### src/rtl/imem_boot_loader.sv
// Boot loader: turns a byte stream (32-bit LE word count, then LE payload words) into imem
// debug-port writes while holding the core. Optional read-back check: IMEM_LOAD_VERIFY_EN.
module imem_boot_loader #(
   parameter logic [31:0] BASE_ADDR      = 32'h0000_0000,
   parameter int unsigned MAX_WORDS      = 1024,
   parameter int unsigned TIMEOUT_CYCLES = 100000
) (
   input  logic        clk_i,
   input  logic        reset_i,
   input  logic        start_i,
   input  logic [7:0]  rx_data_i,
   input  logic        rx_valid_i,
   output logic        rx_ready_o,
   output logic        debug_en_o,
   output logic        debug_write_en_o,
   output logic [31:0] debug_addr_o,
   output logic [31:0] debug_data_in_o,
   input  logic [31:0] debug_data_out_i,
   output logic        cpu_hold_o,
   output logic        busy_o,
   output logic        done_o,
   output logic        error_o,
   output logic [10:0] words_loaded_o
);

   typedef enum logic [2:0] {
      StIdle, StHdr, StData, StWrite, StDone, StError
`ifdef IMEM_LOAD_VERIFY_EN
      , StVerify
`endif
   } state_e;

   state_e      state_q;
   logic [1:0]  byte_idx_q;
   logic [23:0] shift_q;
   logic [31:0] count_q;
   logic [31:0] tmo_q;
   logic [10:0] words_q;
   logic        rx_ready_q;
   logic        debug_en_q;
   logic        debug_we_q;
   logic [31:0] debug_addr_q;
   logic [31:0] debug_data_q;
   logic        cpu_hold_q;
   logic        busy_q;
   logic        done_q;
   logic        error_q;

   logic        xfer;
   logic [31:0] full_word;
   logic        timed_out;
   logic [10:0] words_next;
   logic        more_after_write;
   logic [31:0] wr_addr;

   assign xfer             = rx_valid_i & rx_ready_q;
   assign full_word        = {rx_data_i, shift_q};
   assign timed_out        = (tmo_q == 32'(TIMEOUT_CYCLES - 1));
   assign words_next       = words_q + 11'd1;
   assign more_after_write = {21'b0, words_next} < count_q;
   assign wr_addr          = BASE_ADDR + {19'b0, words_q, 2'b00};

`ifdef IMEM_LOAD_VERIFY_EN
   logic more_after_verify;
   // words_q has already been bumped by the time VERIFY runs
   assign more_after_verify = {21'b0, words_q} < count_q;
`else
   logic unused_data;
   assign unused_data = ^debug_data_out_i;
`endif

   always_ff @(posedge clk_i or posedge reset_i) begin
      if (reset_i) begin
         state_q      <= StIdle;
         byte_idx_q   <= 2'd0;
         shift_q      <= '0;
         count_q      <= '0;
         tmo_q        <= '0;
         words_q      <= '0;
         rx_ready_q   <= 1'b0;
         debug_en_q   <= 1'b0;
         debug_we_q   <= 1'b0;
         debug_addr_q <= '0;
         debug_data_q <= '0;
         cpu_hold_q   <= 1'b0;
         busy_q       <= 1'b0;
         done_q       <= 1'b0;
         error_q      <= 1'b0;
      end else begin
         unique case (state_q)
            StIdle, StDone, StError: begin
               if (start_i) begin
                  state_q    <= StHdr;
                  byte_idx_q <= 2'd0;
                  shift_q    <= '0;
                  tmo_q      <= '0;
                  words_q    <= '0;
                  done_q     <= 1'b0;
                  error_q    <= 1'b0;
                  rx_ready_q <= 1'b1;
                  cpu_hold_q <= 1'b1;
                  busy_q     <= 1'b1;
               end
            end

            StHdr: begin
               if (xfer) begin
                  tmo_q <= '0;
                  if (byte_idx_q == 2'd3) begin
                     byte_idx_q <= 2'd0;
                     shift_q    <= '0;
                     count_q    <= full_word;
                     if (full_word == 32'd0 || full_word > 32'(MAX_WORDS)) begin
                        state_q    <= StError;
                        error_q    <= 1'b1;
                        busy_q     <= 1'b0;
                        rx_ready_q <= 1'b0;
                     end else begin
                        state_q <= StData;
                     end
                  end else begin
                     unique case (byte_idx_q)
                        2'd0:    shift_q[7:0]   <= rx_data_i;
                        2'd1:    shift_q[15:8]  <= rx_data_i;
                        default: shift_q[23:16] <= rx_data_i;
                     endcase
                     byte_idx_q <= byte_idx_q + 2'd1;
                  end
               end else if (timed_out) begin
                  state_q    <= StError;
                  error_q    <= 1'b1;
                  busy_q     <= 1'b0;
                  rx_ready_q <= 1'b0;
                  byte_idx_q <= 2'd0;
                  shift_q    <= '0;
               end else begin
                  tmo_q <= tmo_q + 32'd1;
               end
            end

            StData: begin
               if (xfer) begin
                  tmo_q <= '0;
                  if (byte_idx_q == 2'd3) begin
                     byte_idx_q   <= 2'd0;
                     shift_q      <= '0;
                     debug_data_q <= full_word;
                     debug_addr_q <= wr_addr;
                     debug_en_q   <= 1'b1;
                     debug_we_q   <= 1'b1;
                     rx_ready_q   <= 1'b0;
                     state_q      <= StWrite;
                  end else begin
                     unique case (byte_idx_q)
                        2'd0:    shift_q[7:0]   <= rx_data_i;
                        2'd1:    shift_q[15:8]  <= rx_data_i;
                        default: shift_q[23:16] <= rx_data_i;
                     endcase
                     byte_idx_q <= byte_idx_q + 2'd1;
                  end
               end else if (timed_out) begin
                  // partial word is dropped; nothing reaches imem
                  state_q    <= StError;
                  error_q    <= 1'b1;
                  busy_q     <= 1'b0;
                  rx_ready_q <= 1'b0;
                  byte_idx_q <= 2'd0;
                  shift_q    <= '0;
               end else begin
                  tmo_q <= tmo_q + 32'd1;
               end
            end

            StWrite: begin
               words_q    <= words_next;
               tmo_q      <= '0;
               debug_we_q <= 1'b0;
`ifdef IMEM_LOAD_VERIFY_EN
               state_q    <= StVerify;
`else
               debug_en_q <= 1'b0;
               if (more_after_write) begin
                  state_q    <= StData;
                  rx_ready_q <= 1'b1;
               end else begin
                  state_q    <= StDone;
                  done_q     <= 1'b1;
                  cpu_hold_q <= 1'b0;
                  busy_q     <= 1'b0;
               end
`endif
            end

`ifdef IMEM_LOAD_VERIFY_EN
            StVerify: begin
               debug_en_q <= 1'b0;
               if (debug_data_out_i != debug_data_q) begin
                  state_q <= StError;
                  error_q <= 1'b1;
                  busy_q  <= 1'b0;
               end else if (more_after_verify) begin
                  state_q    <= StData;
                  rx_ready_q <= 1'b1;
               end else begin
                  state_q    <= StDone;
                  done_q     <= 1'b1;
                  cpu_hold_q <= 1'b0;
                  busy_q     <= 1'b0;
               end
            end
`endif

            default: state_q <= StIdle;
         endcase
      end
   end

   assign rx_ready_o       = rx_ready_q;
   assign debug_en_o       = debug_en_q;
   assign debug_write_en_o = debug_we_q;
   assign debug_addr_o     = debug_addr_q;
   assign debug_data_in_o  = debug_data_q;
   assign cpu_hold_o       = cpu_hold_q;
   assign busy_o           = busy_q;
   assign done_o           = done_q;
   assign error_o          = error_q;
   assign words_loaded_o   = words_q;

endmodule

### config.mk
export PLATFORM = sky130hd
export DESIGN_NAME = imem_boot_loader
export DESIGN_NICKNAME = d
export VERILOG_FILES = /design/src/rtl/imem_boot_loader.sv
export SDC_FILE = /design/constraint.sdc
export NUM_CORES = 1
export LEC_CHECK = 0
export ABC_AREA = 1
export CORE_UTILIZATION = 25
export CTS_CLUSTER_SIZE = 12
export DETAILED_ROUTE_END_ITERATION = 8
export PLACE_DENSITY_LB_ADDON = 0.25
export SLEW_MARGIN = 0
export SYNTH_ARGS = -nofsm -noshare
export SYNTH_HDL_FRONTEND = slang
export SYNTH_SLANG_ARGS = --single-unit
export TNS_END_PERCENT = 10
### constraint.sdc
create_clock -name clk_i -period 6.35 [get_ports clk_i]
set_input_delay 0.635 -clock clk_i [delete_from_list [all_inputs] [get_ports clk_i]]
set_output_delay 0.635 -clock clk_i [all_outputs]
set_load 0.01 [all_outputs]
==> flow_metrics.py, run 1 <==
metrics = {
    "die": {
        "row_count": 65,
        "pin_count": 126,
        "coreArea_um2": 31500,
        "die_height_um": 181,
        "initial_utilization": 0.254,
        "die-width_um": 181,
        "dieArea_um2": 32700,
    },
    "worst_setup_path": {
        "crit_chain": "ha_1 -> nand2_1 -> inv_1 -> nand4_1 -> nor2_1 -> nand3_1 -> nor2_1 -> xor2_1 -> ha_1 -> a21oi_1 -> a21o_1 -> nand2_1 -> nand3_1 -> nand3_1 -> nand2_1 -> nand2_1",
        "cpPeakStageDelay_ps": 440,
        "criticalPathCategory": "flip-flop to flip-flop",
        "timing.rr.start": "words_loaded_o[0]",
        "cp-end-kind": "flip-flop",
        "path_max_fanout": 5,
        "worstSetupStartpointType": "flip-flop",
        "crit_start": "words_loaded_o[0]",
        "crit_required_ps": 6670,
        "critical_path_arrival_ps": 3090,
        "critical_path.slowest_cell": "dfrtp_1",
        "cpMostUsedCell": "nand2_1",
    },
    "cells_and_area": {
        "multi_input_comb_area_um2": 3450,
        "drive_gt1_frac": 0.0972,
        "areaGrowthSynthToFinish_pct": 20.5,
        "nNetsFinal": 1126,
        "regArea_um2": 3830,
        "design_area_um2": 9630,
        "final_util": 0.306,
        "antenna_cells": 0,
        "layout.cells.non_filler": 1482,
        "n_fill_cell": 3373,
    },
    "clocking": {
        "ctsHoldBuffers": 0,
        "cts.sinks": 153,
        "h-tree-depth": 4,
        "post_cts_resized": 0,
        "cts_buffer_depth": 2,
        "tritoncts": "yes",
        "numCtsBuffers": 17,
        "cts-root-buf": "clkbuf_16",
        "clock_latency_ps": 440,
        "path_clk_slew_ps": 70,
        "cts_setup_buffers": 0,
    },
    "logic_synthesis": {
        "ys_warn_count": 0,
        "synth_compound_area_frac": 0.117,
        "synth_mux_area_frac": 0,
        "synth.yosys.seq_area_share": 0.479,
        "async_flop_share": 1.00,
        "synth-xor-area-share": 0.00986,
        "synth-seq-cells": 153,
        "synthAdderAreaFrac": 0.0235,
        "synthFlopType": "dfrtp_1",
        "synth-simple-area-share": 0.271,
        "synth_cell_types": 44,
        "synth_top_family_by_area": "simple AND/OR/NAND/NOR gates",
        "synth_edf_count": 0,
        "synth.cell_area_um2": 7990,
        "avgSynthCellArea_um2": 7.98,
        "synthCells": 1001,
    },
    "grt": {
        "grt_use_total": 0.132,
        "grt_overflow": 0,
        "first_global_vias": 6289,
        "grt_pass1_wl_um": 34000,
        "grt_max_degree": 100,
        "antenna_found_initial": 0,
    },
    "sta": {
        "finClkSkew_ps": 14.1,
        "maxSlewHeadroom": 0.371,
        "hold_viol_final": 0,
        "final-setup-viol-count": 0,
        "drv_slew": 0,
        "timing.final.crit_share": 0.435,
        "grt_setup_unrepaired": "false",
        "worst_pin_slew_ps": 943,
        "min_period_ps": 2760,
        "clock.fmax_mhz": 362,
        "final.setup.tns_ps": 0,
    },
    "place": {
        "dp_hpwl_um": 15100,
        "placed_cells": 1450,
        "globalplace.congestion": 0.873,
        "place_area_um2": 9010,
        "port_buffers": 72,
    },
    "power": {
        "max-vdd-ir-drop_uv": 201,
        "power_density_nw_per_um2": 320,
        "p_leak_nw": 4.32,
        "total_power_w": 0.00309,
    },
    "worst_hold_path": {
        "hp-start": "count_q[31]",
        "hp-class": "flip-flop to flip-flop",
    },
    "route": {
        "totalWireLength_um": 20800,
        "drc": 0,
        "drt_iter0_markers": 393,
        "drtAntennaViolNets": 0,
        "firstDrtPassIters": 5,
        "vias": 6506,
        "wl_per_cell_um": 14.0,
        "via_per_inst": 4.39,
    },
    "run_status": {
        "outcome": "completed",
    },
    "job": {
        "max-cap-violations": 0,
    },
}
-- critical path: cells and delay by family (launching register included) --
family | cells | cell delay (ps)
xor gates and xnor gates | 1 | 240
AOI/OAI and AO/OA | 2 | 280
buffers and inverters | 1 | 90
DFF | 1 | 440
adders and majority gates | 2 | 500
and+or+nand+nor | 10 | 1100
-- state kept, by name, indices dropped and copies added (netlist names) --
register,cells
count_q,32
debug_data_in_o,32
tmo_q,32
shift_q,24
debug_addr_o,11
words_loaded_o,11
state_q,3
byte_idx_q,2
busy_o,1
cpu_hold_o,1
debug_write_en_o,1
done_o,1
error_o,1
rx_ready_o,1
-- cell usage after synthesis (2+ instances only) --
master | instances | area (um2)
nor3b_1 | 3 | 22.5
inv_2 | 16 | 60.1
o21ai_1 | 19 | 95.1
o22ai_1 | 5 | 31.3
inv_1 | 107 | 402
clkbuf_1 | 16 | 60.1
ha_1 | 15 | 188
nand2_4 | 4 | 45.0
buf_2 | 7 | 35.0
nand2_1 | 266 | 998
or2_2 | 3 | 18.8
a21oi_2 | 2 | 17.5
nand2_2 | 8 | 50.1
nor2_1 | 80 | 300
nand3_4 | 2 | 35.0
nor4_1 | 3 | 18.8
nand3_2 | 5 | 50.1
nor2_4 | 6 | 67.6
buf_4 | 22 | 165
dfrtp_1 | 153 | 3830
xor2_1 | 9 | 78.8
o21ai_0 | 111 | 556
a21oi_1 | 13 | 65.1
nand4_1 | 24 | 150
nand3_1 | 43 | 215
o31ai_1 | 3 | 22.5
nand3b_1 | 2 | 15.0
nor2_2 | 9 | 56.3
buf_6 | 3 | 33.8
o21ai_2 | 8 | 70.1
nor3_1 | 21 | 105
-- cells by family (layout without fill, tap and decap cells) --
| kind of cell | after synthesis | after routing |
|---|---|---|
| AOI/OAI and AO/OA | 169 | 169 |
| buffers and inverters | 174 | 233 |
| DFF | 153 | 153 |
| xor gates and xnor gates | 9 | 9 |
| adders and majority gates | 15 | 15 |
| other | 1 | 21 |
| and+or+nand+nor | 480 | 480 |
-- area by class of cell --
cell class | count | area share
multi-input cells | 694 | 0.359
well taps | 402 | 0.0522
flip-flops and latches | 153 | 0.398
clock inverters | 14 | 0.0191
clock buffers | 18 | 0.0446
inverters | 125 | 0.0496
repair buffers | 76 | 0.0780
-- metal layers --
layer / routed length, um / global-route usage / vias to the layer above
met2: 9060 / 0.199 / 135
met1: 10500 / 0.186 / 3030
met5: 0 / 0 / -
met4: 314 / 0.0386 / 0
li1: - / - / 3320
met3: 892 / 0.0337 / 21
-- stage by stage --
| stage | hold slack (ps) | setup WS (ps) |
|---|---|---|
| 5_1_grt | 501 | 3250 |
| 4_1_cts | 489 | 3570 |
| 3_5_place_dp | 472 | 3460 |
| 3_3_place_gp | 459 | 3460 |
| 2_1_floorplan | 445 | 1590 |
| 6_report | 477 | 3590 |
-- final timing paths --
kind	cells after the start	to	slack, ps
worst max-delay path	16	state_q[2]	3590
worst min-delay path	2	count_q[31]	480
worst max register to register	16	state_q[2]	3590
worst min register to register	2	count_q[31]	480
max in group asynchronous	3	debug_data_in_o[5]	4270
min in group asynchronous	2	debug_addr_o[9]	800
-- cells in the final DEF, fill, tap and decap left out, types with 4 or more instances in the layout --
master,count
inv_6,6
clkdlybuf4s50_1,72
o21ai_2,8
ha_1,15
dfrtp_1,153
o22ai_1,5
a21oi_1,13
o21ai_1,19
buf_4,4
o21ai_0,111
nor2_4,6
nand3_1,43
nand3_2,5
nor2_2,9
nand2_2,9
clkbuf_16,17
nor3_1,21
nand2_1,265
xor2_1,9
nor2_1,80
nand4_1,24
nand2_4,4
conb_1,21
inv_2,16
inv_1,106
-- where the power goes --
part / switching [W] / internal, W / total (W)
Combinational: 0.000590 / 0.000243 / 0.000833
Clock: 0.000454 / 0.000629 / 0.00108
Sequential: 0.0000773 / 0.00109 / 0.00117
Total: 0.00112 / 0.00196 / 0.00309
(Power assumes the default switching activity.)
==> run 2, diff against run 1 <==
- clock period: 6.35 -> 2.7 ns (I/O delays scaled with it)
==> flow_metrics.py, run 2 (synthesis results as in run 1) <==
metrics = {
    "die": {
        "coreArea_um2": 31500,
        "die_height_um": 181,
        "die-width_um": 181,
        "pin_count": 126,
        "initial_utilization": 0.254,
        "row_count": 65,
        "dieArea_um2": 32700,
    },
    "cells_and_area": {
        "n_fill_cell": 3367,
        "layout_commonest_cell": "nand2_1",
        "final_util": 0.312,
        "final_cell_mix": "nand2_1, dfrtp_1, o21ai_0",
        "nNetsFinal": 1144,
        "drive_gt1_frac": 0.119,
        "antenna_cells": 0,
        "areaGrowthSynthToFinish_pct": 22.8,
    },
    "grt": {
        "grt_max_degree": 54,
        "antenna_found_initial": 0,
        "grt_overflow": 0,
        "grt_pass1_wl_um": 35000,
        "first_global_vias": 6528,
        "met2_usage": 0.214,
        "grt_use_total": 0.136,
        "grt-busiest-layer": "met2",
        "gr-usage-met3": 0.0304,
        "grt_use_met1": 0.188,
    },
    "worst_setup_path": {
        "path_max_fanout": 4,
        "criticalPathCategory": "flip-flop to flip-flop",
        "cp-end-kind": "flip-flop",
        "crit_chain": "ha_2 -> nand2_1 -> inv_1 -> nand4_1 -> nor2_2 -> nand3_2 -> nor2_2 -> xor2_1 -> ha_1 -> a21oi_1 -> a21o_1 -> nand2_2 -> nand2_1 -> nand2_2 -> nand3_1 -> nand2_1",
        "critical_path_arrival_ps": 2910,
        "cpPeakStageDelay_ps": 390,
        "critical_path.slowest_cell": "dfrtp_1",
        "cpMostUsedCell": "nand2_1",
        "worstSetupStartpointType": "flip-flop",
        "crit_required_ps": 3020,
    },
    "worst_hold_path": {
        "hp-class": "input port to asynchronous set/reset pin",
    },
    "sta": {
        "finClkSkew_ps": 11.6,
        "clock.fmax_mhz": 386,
        "timing.final.crit_share": 0.959,
        "final-setup-viol-count": 0,
        "min_period_ps": 2590,
        "worst_pin_slew_ps": 789,
        "hold_viol_final": 0,
        "maxSlewHeadroom": 0.473,
        "grt_setup_unrepaired": "true",
        "drv_slew": 0,
        "holdWs_ps": 333,
    },
    "clocking": {
        "cts.sinks": 153,
        "path_clk_slew_ps": 70,
        "h-tree-depth": 4,
        "cts-root-buf": "clkbuf_16",
        "tritoncts": "yes",
        "cts_buffer_depth": 2,
        "clock_latency_ps": 430,
        "numCtsBuffers": 17,
    },
    "power": {
        "switching_share": 0.369,
        "p_leak_nw": 4.41,
        "p_switching_w": 0.00265,
        "sequentialPowerShare": 0.384,
        "combPwrFrac": 0.291,
        "power_density_nw_per_um2": 731,
        "max-vdd-ir-drop_uv": 486,
        "p_int_w": 0.00452,
        "power.share.clock": 0.325,
    },
    "route": {
        "totalWireLength_um": 21300,
        "drt_iter0_markers": 434,
        "vias": 6630,
        "via_per_inst": 4.42,
        "drc": 0,
        "wl_per_cell_um": 14.2,
        "firstDrtPassIters": 5,
        "drtAntennaViolNets": 0,
    },
    "job": {
        "max-cap-violations": 0,
    },
    "place": {
        "port_buffers": 72,
        "dp_hpwl_um": 15700,
        "globalplace.congestion": 0.900,
    },
    "run_status": {
        "outcome": "completed",
    },
}
==> run 2: worst paths after layout <==
check	from	to	slack [ps]	depth (start not counted)
worst max-delay path	words_loaded_o[1]	busy_o	110	16
worst min-delay path	reset_i	tmo_q[20]	330	2
worst max register to register	words_loaded_o[1]	busy_o	110	16
worst min register to register	count_q[12]	count_q[12]	480	2
max in group asynchronous	reset_i	tmo_q[1]	1680	3
min in group clk_i	count_q[12]	count_q[12]	480	2
==> run 2: stage by stage <==
step | setup TNS [ps] | setup WS (ps) | instance area, um2 | power, W | cells
floorplan | 0 | 342 | 8070 | 0.00433 | 1021
detailed placement | 0 | 113 | 9200 | 0.00487 | 1466
global route | -121 | -44.0 | 9810 | 0.00765 | 1499
global placement | 0 | 174 | 9200 | 0.00484 | 1466
CTS | 0 | 76.3 | 9760 | 0.00724 | 1497
finish | 0 | 110 | 9810 | 0.00717 | 1499
==> run 2: area by class of cell <==
cell class,count,area (um2),area share
clock inverters,11,115,0.0117
clock buffers,20,447,0.0455
repair buffers,94,948,0.0967
multi-input cells,694,3490,0.356
inverters,125,477,0.0486
well taps,402,503,0.0513
flip-flops and latches,153,3830,0.390
==> run 2: metal layers <==
metal / vias up / part of all wire / wire (um)
met5: - / 0 / 0
met4: 0 / 0.0095 / 202
met3: 13 / 0.045 / 947
met2: 124 / 0.44 / 9460
met1: 3134 / 0.50 / 10700
li1: 3359 / - / -
==> run 2: timing repair <==
action,in CTS,in global routing
resized for setup,0,10
hold endpoints to repair,0,0
buffers inserted,0,2
hold buffers,0,0
setup endpoints to repair,0,6
==> run 2: critical path: cells and delay by family (launching register included) <==
kind | cells | cell delay (ps)
and+or+nand+nor | 10 | 1010
DFF | 1 | 390
xor gates and xnor gates | 1 | 210
adders and majority gates | 2 | 480
buffers and inverters | 1 | 80
AOI/OAI and AO/OA | 2 | 310
==> run 2: power groups by stage <==
stage                     Clock, W  Sequential [W]  Combinational (W)
after CTS                  0.00240         0.00275            0.00209
final                      0.00233         0.00275            0.00209
after global placement           0         0.00279            0.00206
after floorplan                  0         0.00275            0.00158
after global routing       0.00248         0.00279            0.00237
after detailed placement         0         0.00279            0.00207
